## src/rtl/watchdog_pkg.sv

```systemverilog
// watchdog_pkg: shared receive-side FSM states and link byte field positions
package watchdog_pkg;
    typedef enum logic [1:0] {IDLE, RECV_A, RECV_B, WAIT_LOW} rx_state_t;
    localparam int MODE_MSB = 7;
    localparam int MODE_LSB = 5;
    localparam int RDY_BIT  = 4;
    localparam int NIB_MSB  = 3;
endpackage

```

## src/rtl/nibble_shift_reg.sv

```systemverilog
// nibble_shift_reg: W-bit MSB-first nibble shifter with synchronous clear
module nibble_shift_reg
    import watchdog_pkg::*;
#(
    parameter int W = 32
) (
    input  logic           clk,
    input  logic           rst_n,
    input  logic           clr,
    input  logic           shift,
    input  logic [NIB_MSB:0] nib,
    output logic [W-1:0]   q
);
    always_ff @(posedge clk or negedge rst_n)
        if (!rst_n) q <= '0;
        else if (clr) q <= '0;
        else if (shift) q <= {q[W-5:0], nib};
endmodule

```

## src/rtl/input_unloader.sv

```systemverilog
// input_unloader: watchdog nibble-stream deframer; WATCHDOG_RX_STATS_EN adds frame_cnt/err_cnt outputs
module input_unloader
    import watchdog_pkg::*;
#(
    parameter int W = 32
) (
    input  logic         clk,
    input  logic         rst_n,
    input  logic [7:0]   in_byte,
    output logic         busy,
    output logic [W-1:0] word_a,
    output logic [W-1:0] word_b,
    output logic [2:0]   mode_out,
    output logic         frame_valid,
    output logic         err_short,
    output logic         err_mode,
    output logic         err_long
`ifdef WATCHDOG_RX_STATS_EN
    ,
    output logic [15:0]  frame_cnt,
    output logic [15:0]  err_cnt
`endif
);
    localparam int NIB = W / 4;
    localparam int CW  = $clog2(NIB) + 1;

    rx_state_t state, state_n;
    logic [CW-1:0] cnt, cnt_n;
    logic [2:0] cur_mode, cur_mode_n;
    logic first, first_n;
    logic sh_a, sh_b, clr, commit, e_short, e_mode, e_long;
    logic [W-1:0] sr_a, sr_b;
    logic b_top_unused;

    wire rdy = in_byte[RDY_BIT];
    wire [2:0] mode = in_byte[MODE_MSB:MODE_LSB];
    wire [NIB_MSB:0] nib = in_byte[NIB_MSB:0];
    wire last = cnt == CW'(NIB - 1);

    // the oldest B nibble is never needed: the committed word_b is taken from the shifted view
    assign b_top_unused = ^sr_b[W-1:W-4];
    assign busy = state != IDLE;

    nibble_shift_reg #(.W(W)) u_sr_a (.clk(clk), .rst_n(rst_n), .clr(clr), .shift(sh_a), .nib(nib), .q(sr_a));
    nibble_shift_reg #(.W(W)) u_sr_b (.clk(clk), .rst_n(rst_n), .clr(clr), .shift(sh_b), .nib(nib), .q(sr_b));

    always_comb begin
        state_n = state;
        cnt_n = cnt;
        cur_mode_n = cur_mode;
        first_n = 1'b0;
        sh_a = 1'b0;
        sh_b = 1'b0;
        clr = 1'b0;
        commit = 1'b0;
        e_short = 1'b0;
        e_mode = 1'b0;
        e_long = 1'b0;
        case (state)
            IDLE: if (rdy) begin
                state_n = RECV_A;
                cnt_n = CW'(1);
                cur_mode_n = mode;
                sh_a = 1'b1;
            end
            RECV_A, RECV_B: if (!rdy || mode != cur_mode) begin
                e_short = !rdy;
                e_mode = rdy;
                clr = 1'b1;
                cnt_n = '0;
                state_n = rdy ? WAIT_LOW : IDLE;
            end else begin
                sh_a = state == RECV_A;
                sh_b = state == RECV_B;
                cnt_n = last ? '0 : cnt + 1'b1;
                commit = last && state == RECV_B;
                clr = commit;
                first_n = commit;
                state_n = !last ? state : state == RECV_A ? RECV_B : WAIT_LOW;
            end
            WAIT_LOW: begin
                e_long = first && rdy;
                state_n = rdy ? WAIT_LOW : IDLE;
            end
            default: state_n = IDLE;
        endcase
    end

    always_ff @(posedge clk or negedge rst_n)
        if (!rst_n) begin
            state <= IDLE;
            cnt <= '0;
            cur_mode <= '0;
            first <= 1'b0;
            word_a <= '0;
            word_b <= '0;
            mode_out <= '0;
            frame_valid <= 1'b0;
            err_short <= 1'b0;
            err_mode <= 1'b0;
            err_long <= 1'b0;
        end else begin
            state <= state_n;
            cnt <= cnt_n;
            cur_mode <= cur_mode_n;
            first <= first_n;
            frame_valid <= commit;
            err_short <= e_short;
            err_mode <= e_mode;
            err_long <= e_long;
            if (commit) begin
                word_a <= sr_a;
                word_b <= {sr_b[W-5:0], nib};
                mode_out <= cur_mode;
            end
        end

`ifdef WATCHDOG_RX_STATS_EN
    always_ff @(posedge clk or negedge rst_n)
        if (!rst_n) begin
            frame_cnt <= '0;
            err_cnt <= '0;
        end else begin
            if (commit && ~&frame_cnt) frame_cnt <= frame_cnt + 1'b1;
            if ((e_short || e_mode || e_long) && ~&err_cnt) err_cnt <= err_cnt + 1'b1;
        end
`endif
endmodule

```

## config.mk

```make
export PLATFORM = sky130hd
export DESIGN_NAME = input_unloader
export DESIGN_NICKNAME = d
export VERILOG_FILES = /design/src/rtl/watchdog_pkg.sv /design/src/rtl/nibble_shift_reg.sv /design/src/rtl/input_unloader.sv
export SDC_FILE = /design/constraint.sdc
export NUM_CORES = 1
export LEC_CHECK = 0
export CELL_PAD_IN_SITES_DETAIL_PLACEMENT = 0
export CELL_PAD_IN_SITES_GLOBAL_PLACEMENT = 1
export CORE_UTILIZATION = 44
export DETAILED_ROUTE_END_ITERATION = 8
export PLACE_DENSITY = 0.8
export REMOVE_ABC_BUFFERS = 1
export SYNTH_ARGS = -nofsm -noshare
export SYNTH_HDL_FRONTEND = slang
export SYNTH_SLANG_ARGS = --single-unit
```

## constraint.sdc

```tcl
create_clock -name clk -period 2.6 [get_ports clk]
set_clock_uncertainty 0.15 [all_clocks]
set_input_delay 0.26 -clock clk [delete_from_list [all_inputs] [get_ports clk]]
set_output_delay 0.26 -clock clk [all_outputs]
set_load 0.01 [all_outputs]
```

* Word level (Yosys, flattened, before mapping)
Index checks and enable logic that the tools add are counted. W data, S select, Z words.
Storage, ports and cells: input bits 10, register bits after elaboration 140, output and inout port bits 72, word-level logic and storage cells 61
Cells by class: add/sub/neg operators 1, reductions and logical operators 13, mux-type cells 28, equality and inequality tests 7
Operators with widths (count):
- $mux W32 | 2
- $mux W28 | 2
- $mux W1 | 14
- $mux W4 | 3
- $mux W2 | 4
- $pmux W4 S2 | 1
- $reduce_bool A2 Y1 | 4
- $pmux W2 S3 | 1
- $reduce_and A2 Y1 | 3
- $add A4 B1 Y4 const B | 1
- $eq A2 B2 Y1 const B | 2
- $eq A4 B3 Y1 const B | 1
- $ne A3 B3 Y1 | 1
- $ne A3 B3 Y1 const B | 1
- $eq A2 B1 Y1 const B | 1
- $logic_and A1 B1 Y1 | 2
- $logic_not A2 Y1 | 1
- $ne A2 B2 Y1 const B | 1
- $pmux W1 S2 | 1
- $reduce_or A2 Y1 | 1
- $logic_not A1 Y1 | 1
- $logic_or A1 B1 Y1 | 1

* Depth between registers and ports, before layout
Gate-level depths: netlist of run 1.
depth after elaboration 6, mapped depth 9, mapped depth without buffers 6

* Modules after synthesis
A second synthesis of run 1 with hierarchy kept.
Unflattened totals: cell total of the unflattened synthesis 420, area total of the unflattened synthesis 5982.0 um^2
By module, submodules not included:
- input_unloader | cells an instance 214, times used 1, area each 3334.4 um^2, seq. area each 2001.9 um^2
- nibble_shift_reg | cells an instance 103, times used 2, area each 1323.8 um^2, seq. area each 800.8 um^2

* Least setup slack after synthesis of run 1
OpenSTA, ideal clock, no wires.
path kind reg-to-reg, start point register state[0], end point register word_b[16], buffers on the path 3, library setup time 0.125 ns, period minus slack after synthesis 2.282 ns, path slack 0.318 ns, data arrival time 2.007 ns, cell stages (with the launch flop) 10, path through dfrtp_1 > inv_1 > ha_1 > nand2_1 > nor4_4 > and3_1 > buf_4 > buf_8 > buf_12 > mux2_4
Between the ends: longest elaborated chain between the ends 4
Ends and longest elaborated chain:
- start, declared | line input_unloader.sv:27 | rx_state_t state, state_n;
- start signal, assigned | line input_unloader.sv:103 | state <= state_n;
- $eq A2 B2 Y1 | line input_unloader.sv:59, input_unloader.sv:76
- $logic_and A1 B1 Y1 | line input_unloader.sv:76 | commit = last && state == RECV_B;
- $mux W1 | line input_unloader.sv:66 | RECV_A, RECV_B: if (!rdy || mode != cur_mode) begin
- $mux W1 (*) | line input_unloader.sv:59 | case (state)
- end signal, assigned | line input_unloader.sv:113 | word_b <= {sr_b[W-5:0], nib};
- end, declared | line input_unloader.sv:12 | output logic [W-1:0] word_b,
Mark *: on every way between the ends. The rest lies on a longest branch, timed or not. A chain may end at the register's enable or synchronous reset.

* Final worst setup path of run 1
start point register state[1], end point register word_a[11]
Between the ends: longest elaborated chain between the ends 4
Ends and longest elaborated chain:
- $eq A2 B2 Y1 | line input_unloader.sv:59, input_unloader.sv:76
- $logic_and A1 B1 Y1 | line input_unloader.sv:76
- $mux W1 | line input_unloader.sv:66
- $mux W1 (*) | line input_unloader.sv:59
- end signal, assigned | line input_unloader.sv:112 | word_a <= sr_a;
- end, declared | line input_unloader.sv:11 | output logic [W-1:0] word_a,
Marks and branches as above.

==> results of run 1 <==
[cells in the mapped netlist, types with 2 or more instances]
library cell  count  area [µm²]
nand2_1           6        22.5
buf_4             7        52.6
nor2b_1           2        12.5
a21oi_1          37         185
clkbuf_1         20        75.1
buf_12            2        40.0
inv_1             6        22.5
mux2_2           52         586
ha_1              6        75.1
mux2i_1          30         300
mux2_4           19         285
dfrtp_1         140        3500
a31oi_1           3        18.8
or2_2             2        12.5
o21ai_0          33         165
and3_1            2        12.5
nor2_1           35         131
nand3_1          37         185
xor2_2            3        48.8
[worst max-delay path, cell delays in order, from the launching register on]
cell,delay (ps)
dfrtp_1,370
inv_1,100
ha_1,370
nand2_1,130
nor4_4,160
and3_4,290
buf_12,210
mux2_2,360
[path summary, 6_finish.rpt]
check,cells after the start,slack [ps],startpoint,endpoint
max,7,310,state[1],word_a[11]
min,2,200,rst_n,word_b[27]
max reg2reg,7,310,state[1],word_a[11]
min reg2reg,1,350,u_sr_a.q[30],word_a[30]
max in group asynchronous,3,1350,rst_n,word_a[18]
min in group clk,1,350,u_sr_a.q[30],word_a[30]
[kinds of logic (layout without fill, tap and decap cells)]
family / after synthesis / in the layout / share of synthesized area [%]
AOI/OAI and AO/OA: 75 / 75 / 6.79
xor gates and xnor gates: 3 / 3 / 0.835
adders and majority gates: 6 / 6 / 1.28
buffers and inverters: 37 / 134 / 3.60
DFF: 140 / 140 / 60.0
muxes: 101 / 101 / 20.0
and+or+nand+nor: 91 / 91 / 7.49
[state kept, by name (all words and copies together), names as in the netlist]
register / flops
cnt: 4
cur_mode: 3
err_long: 1
err_mode: 1
err_short: 1
first: 1
mode_out: 3
state: 2
u_sr_a.q: 32
u_sr_b.q: 28
word_a: 32
word_b: 32
[layout make-up]
| cell class | count | area [µm²] |
|---|---|---|
| well taps | 172 | 215 |
| multi-input cells | 276 | 2170 |
| fillers | 1020 | 5260 |
| flip-flops and latches | 140 | 3500 |
| clock inverters | 7 | 87.6 |
| clock buffers | 23 | 498 |
| repair buffers | 98 | 1020 |
| inverters | 6 | 22.5 |
[metal layers]
| metal | wire [µm] | global-route usage [%] |
|---|---|---|
| met1 | 5330 | 24.8 |
| met2 | 5770 | 29.5 |
| met3 | 457 | 5.20 |
| met4 | 159 | 7.09 |
| met5 | 0 | 0 |
[power by group through the flow]
| stage | Sequential (W) | Clock (W) | Combinational, W |
|---|---|---|---|
| 3_5_place_dp | 0.00239 | 0 | 0.00130 |
| 2_1_floorplan | 0.00238 | 0 | 0.000685 |
| 4_1_cts | 0.00236 | 0.00241 | 0.00131 |
| 3_3_place_gp | 0.00239 | 0 | 0.00128 |
| 5_1_grt | 0.00237 | 0.00250 | 0.00142 |
| 6_report | 0.00236 | 0.00237 | 0.00130 |
[through the flow]
step | instances | power (W) | area [µm²] | utilization, % | setup TNS [ps]
detailed placement | 691 | 0.00370 | 6920 | 54.2 | 0
CTS | 722 | 0.00608 | 7510 | 58.8 | 0
global placement | 691 | 0.00368 | 6920 | 54.2 | 0
finish | 722 | 0.00602 | 7510 | 58.8 | 0
floorplan | 422 | 0.00307 | 5660 | - | -196790
global route | 722 | 0.00629 | 7510 | 58.8 | 0
==> flow_metrics.env, run 1 <==
export IMPL_cts_tree="built"
export IMPL_holdBufCountCts=1
export IMPL_fmaxAchievable_ghz=0.438
export IMPL_htree_levels=4
export IMPL_ys_seq_area_share_pct=60.0
export IMPL_fp_coreArea_um2=12800
export IMPL_die_area_um2=13700
export IMPL_end_kind="flop"
export IMPL_p_switching_w=0.00181
export IMPL_finalCriticalPeriod_ps=2290
export IMPL_die_y_um=117
export IMPL_gp_congestion=0.744
export IMPL_synth_cells=453
export IMPL_synth_avg_cell_area_um2=12.9
export IMPL_slew_headroom_pct=54.9
export IMPL_wl_mm=11.7
export IMPL_swShare_pct=30.1
export IMPL_synth_seq_cells=140
export IMPL_grt_pass1_vias=3883
export IMPL_fin_hold_ws_ps=202
export IMPL_min_period_over_period_pct=87.9
export IMPL_vias_per_cell=5.24
export IMPL_layout_commonest_cell="dfrtp_1"
export IMPL_grt_use_total_pct=18.8
export IMPL_start_util_pct=45.7
export IMPL_grt_overflow_total=0
export IMPL_vias=3781
export IMPL_place_ws_ps=152
export IMPL_hold_viol=0
export IMPL_status="complete, no violations"
export IMPL_ios=82
export IMPL_die_width_um=117
export IMPL_clk_latency_ps=410
export IMPL_ys_types=30
export IMPL_syn_to_final_growth_pct=28.6
export IMPL_power_frac_comb_pct=21.5
export IMPL_cts_sinks=140
export IMPL_p_clk_share_pct=39.3
export IMPL_cts_resized=0
export IMPL_clockBufferDepth=2
export IMPL_rsz0062_at_grt="no"
export IMPL_postCtsSetupBuffers=0
export IMPL_grt_max_degree=61
export IMPL_ir_worst_vdd_uv=533
export IMPL_intPower_w=0.00421
export IMPL_cap_violations=0
export IMPL_drv_slew=0
export IMPL_cts_buffers=17
export IMPL_firstDrtPassIters=4
export IMPL_antenna_left=0
export IMPL_grt_pass1_wl_mm=19.3
export IMPL_layout_drive_gt1_share_pct=23.3
export IMPL_drtIter0Drc=277
export IMPL_num_rows=41
export IMPL_synthArstFlopShare_pct=100
export IMPL_wl_per_cell_um=16.2
export IMPL_p_seq_share_pct=39.2
export IMPL_worst_setup_path_type="flop to flop"
export IMPL_syn_area_um2=5840
export IMPL_port_buffers=81
export IMPL_power_density_nw_per_um2=801
export IMPL_route_detailed_drc=0
export IMPL_finalSetupViolCount=0
export IMPL_synth_flop_cell="dfrtp_1"
export IMPL_worst_pin_slew_ps=671
export IMPL_final_cell_mix="140 x dfrtp_1, 80 x clkdlybuf4s50_1, 52 x mux2_2"
export IMPL_cp_max_fo=26
export IMPL_synth_edf_count=0
export IMPL_antenna_cells=0
export IMPL_post_dp_hpwl_mm=7.33
export IMPL_crit_required_ps=2750
export IMPL_crit_arrival_ps=2430
export IMPL_clk_pin_slew_worst_paths_ps=50
export IMPL_antenna_found_initial=0
export IMPL_yosys_warnings=0
export IMPL_power_leakage_nw=3.34
export IMPL_finalNetCount=555
export IMPL_startpoint_type="flop"
export IMPL_setup_slack_ps=314
export IMPL_clockRootBuffer="clkbuf_16"
export IMPL_min_path_type="primary input to asynchronous set/reset pin"
No activity file was read; power rests on OpenSTA's default activity.
==> run 2: changes to the inputs <==
==> constraint.sdc (replaced) <==
create_clock -name clk -period 2.3 [get_ports clk]
set_clock_uncertainty 0.15 [all_clocks]
set_input_delay 0.23 -clock clk [delete_from_list [all_inputs] [get_ports clk]]
set_output_delay 0.23 -clock clk [all_outputs]
set_load 0.01 [all_outputs]
==> run 2 against run 1 <==
Against the previous run:
- via count increased by 4.4%
- critical endpoint is now word_a[3]
- setup slack got worse by 270 ps
- die area unchanged
- cell count increased by 2.8%
- maximum frequency increased by 1.4%
- core utilization increased by 2.9 points
- clock-buffer cell count decreased by 2
- sequential power increased by 13%
- design area increased by 4.9%
- total power increased by 23%
==> flow_metrics.env, run 2 (synthesized netlist as in run 1, its figures left out) <==
export IMPL_status="complete, no violations"
export IMPL_ir_worst_vdd_uv=771
export IMPL_grt_overflow_total=0
export IMPL_rr_worst_depth=8
export IMPL_end_kind="flop"
export IMPL_start_util_pct=45.7
export IMPL_power_leakage_nw=3.50
export IMPL_route_detailed_drc=0
export IMPL_cts_tree="built"
export IMPL_finalCriticalPeriod_ps=2250
export IMPL_wl_per_cell_um=17.4
export IMPL_r2r_setup_slack_ps=50
export IMPL_htree_levels=4
export IMPL_min_path_type="primary input to asynchronous set/reset pin"
export IMPL_firstDrtPassIters=4
export IMPL_antenna_left=0
export IMPL_place_area_um2=6970
export IMPL_drtIter0Drc=219
export IMPL_vias_per_cell=5.32
export IMPL_grt_use_total_pct=19.3
export IMPL_cts_buffers=17
export IMPL_power_w=0.00740
export IMPL_finalSetupViolCount=0
export IMPL_cap_violations=0
export IMPL_min_period_over_period_pct=98.0
export IMPL_ios=82
export IMPL_syn_to_final_growth_pct=34.9
export IMPL_cp_max_fo=7
export IMPL_crit_arrival_ps=2410
export IMPL_layout_drive_gt1_share_pct=26.7
export IMPL_antenna_cells=0
export IMPL_die_width_um=117
export IMPL_fp_coreArea_um2=12800
export IMPL_drv_slew=0
export IMPL_gp_congestion=0.815
export IMPL_port_buffers=81
export IMPL_fin_hold_ws_ps=169
export IMPL_clockBufferDepth=2
export IMPL_wl_mm=12.9
export IMPL_clk_pin_slew_worst_paths_ps=60
export IMPL_clk_latency_ps=420
export IMPL_layout_commonest_cell="dfrtp_1"
export IMPL_fmaxAchievable_ghz=0.443
export IMPL_grt_pass1_wl_mm=19.8
export IMPL_antenna_found_initial=0
export IMPL_final_cell_mix="140 x dfrtp_1, 80 x clkdlybuf4s50_1, 45 x mux2_2"
export IMPL_power_density_nw_per_um2=939
export IMPL_worst_pin_slew_ps=492
export IMPL_startpoint_type="flop"
export IMPL_die_y_um=117
export IMPL_worst_setup_path_type="flop to flop"
export IMPL_crit_required_ps=2460
export IMPL_finalNetCount=573
export IMPL_r2r_start="state[0]"
export IMPL_num_rows=41
export IMPL_slew_headroom_pct=67.2
export IMPL_r2r_end="word_a[3]"
export IMPL_grt_pass1_vias=3921
export IMPL_largestRegisters="u_sr_a.q: 32 flops, word_a: 32 flops, word_b: 32 flops"
export IMPL_clockRootBuffer="clkbuf_16"
export IMPL_cts_sinks=140
export IMPL_die_area_um2=13700
export IMPL_vias=3948
export IMPL_post_dp_hpwl_mm=7.50
export IMPL_grt_max_degree=61
export IMPL_final_area_um2=7880
export IMPL_hold_viol=0
-- run 2: changes by cell type in the layout (fill, tap and decap cells not counted), moves of 3 or more --
cell       delta
buf_12        +3
mux2_4        +7
clkbuf_16     +3
mux2_2        -7
bufinv_16     +3
buf_4         +8
-- run 2: per-stage QoR --
| stage | setup TNS, ps | util [%] | setup slack, ps | instances |
|---|---|---|---|---|
| finish | 0 | 61.7 | 45.2 | 742 |
| detailed placement | -1670 | 54.6 | -62.0 | 695 |
| global placement | -910 | 54.6 | -36.4 | 695 |
| CTS | 0 | 59.8 | 24.2 | 728 |
| global route | -33.5 | 61.7 | -11.4 | 742 |
| floorplan | -235190 | - | -3200 | 422 |
-- run 2: metal layers --
metal  part of all wire, %  track usage, %
met2                    49            29.7
met3                   4.2            5.82
met1                    45            25.7
met4                   1.7            7.85
met5                     0               0
-- run 2: worst max-delay path by stage --
stage	start	to	slack, ps	cells past startpoint
6_report	state[0]	word_a[3]	50	8
2_1_floorplan	state[0]	u_sr_b.q[0]	-3200	6
3_5_place_dp	in_byte[6]	word_b[7]	-60	6
4_1_cts	state[0]	word_a[7]	20	7
3_3_place_gp	in_byte[6]	word_a[15]	-40	6
5_1_grt	state[0]	word_b[6]	-10	8
-- run 2: layout make-up --
type	count	area (µm²)
timing repair buffer	116	1260
fill	1000	4890
inverter	6	22.5
clock buffer	21	470
tap	172	215
multi-input combinational	276	2220
clock inverter	11	189
sequential	140	3500
-- run 2: critical path: stages (launching register included) --
cell and delay (ps):
dfrtp_1 380, inv_2 70, ha_4 290, nand2_4 60, nor4_4 260, and3_4 270
buf_12 150, buf_6 170, mux2_4 320
-- run 2: timing repair --
item,CTS,global route
hold buffers,1,0
gates resized for setup,0,16
endpoints found under the hold margin,50,0
setup buffers,0,9
setup endpoints to repair,0,91
-- run 2: power breakdown --
part           leakage, nW  internal (W)  switching [W]  total, W
combinational         1.24      0.000637        0.00107   0.00171
clock                0.319       0.00200        0.00103   0.00303
sequential            1.94       0.00257      0.0000921   0.00266
total                 3.50       0.00521        0.00219   0.00740
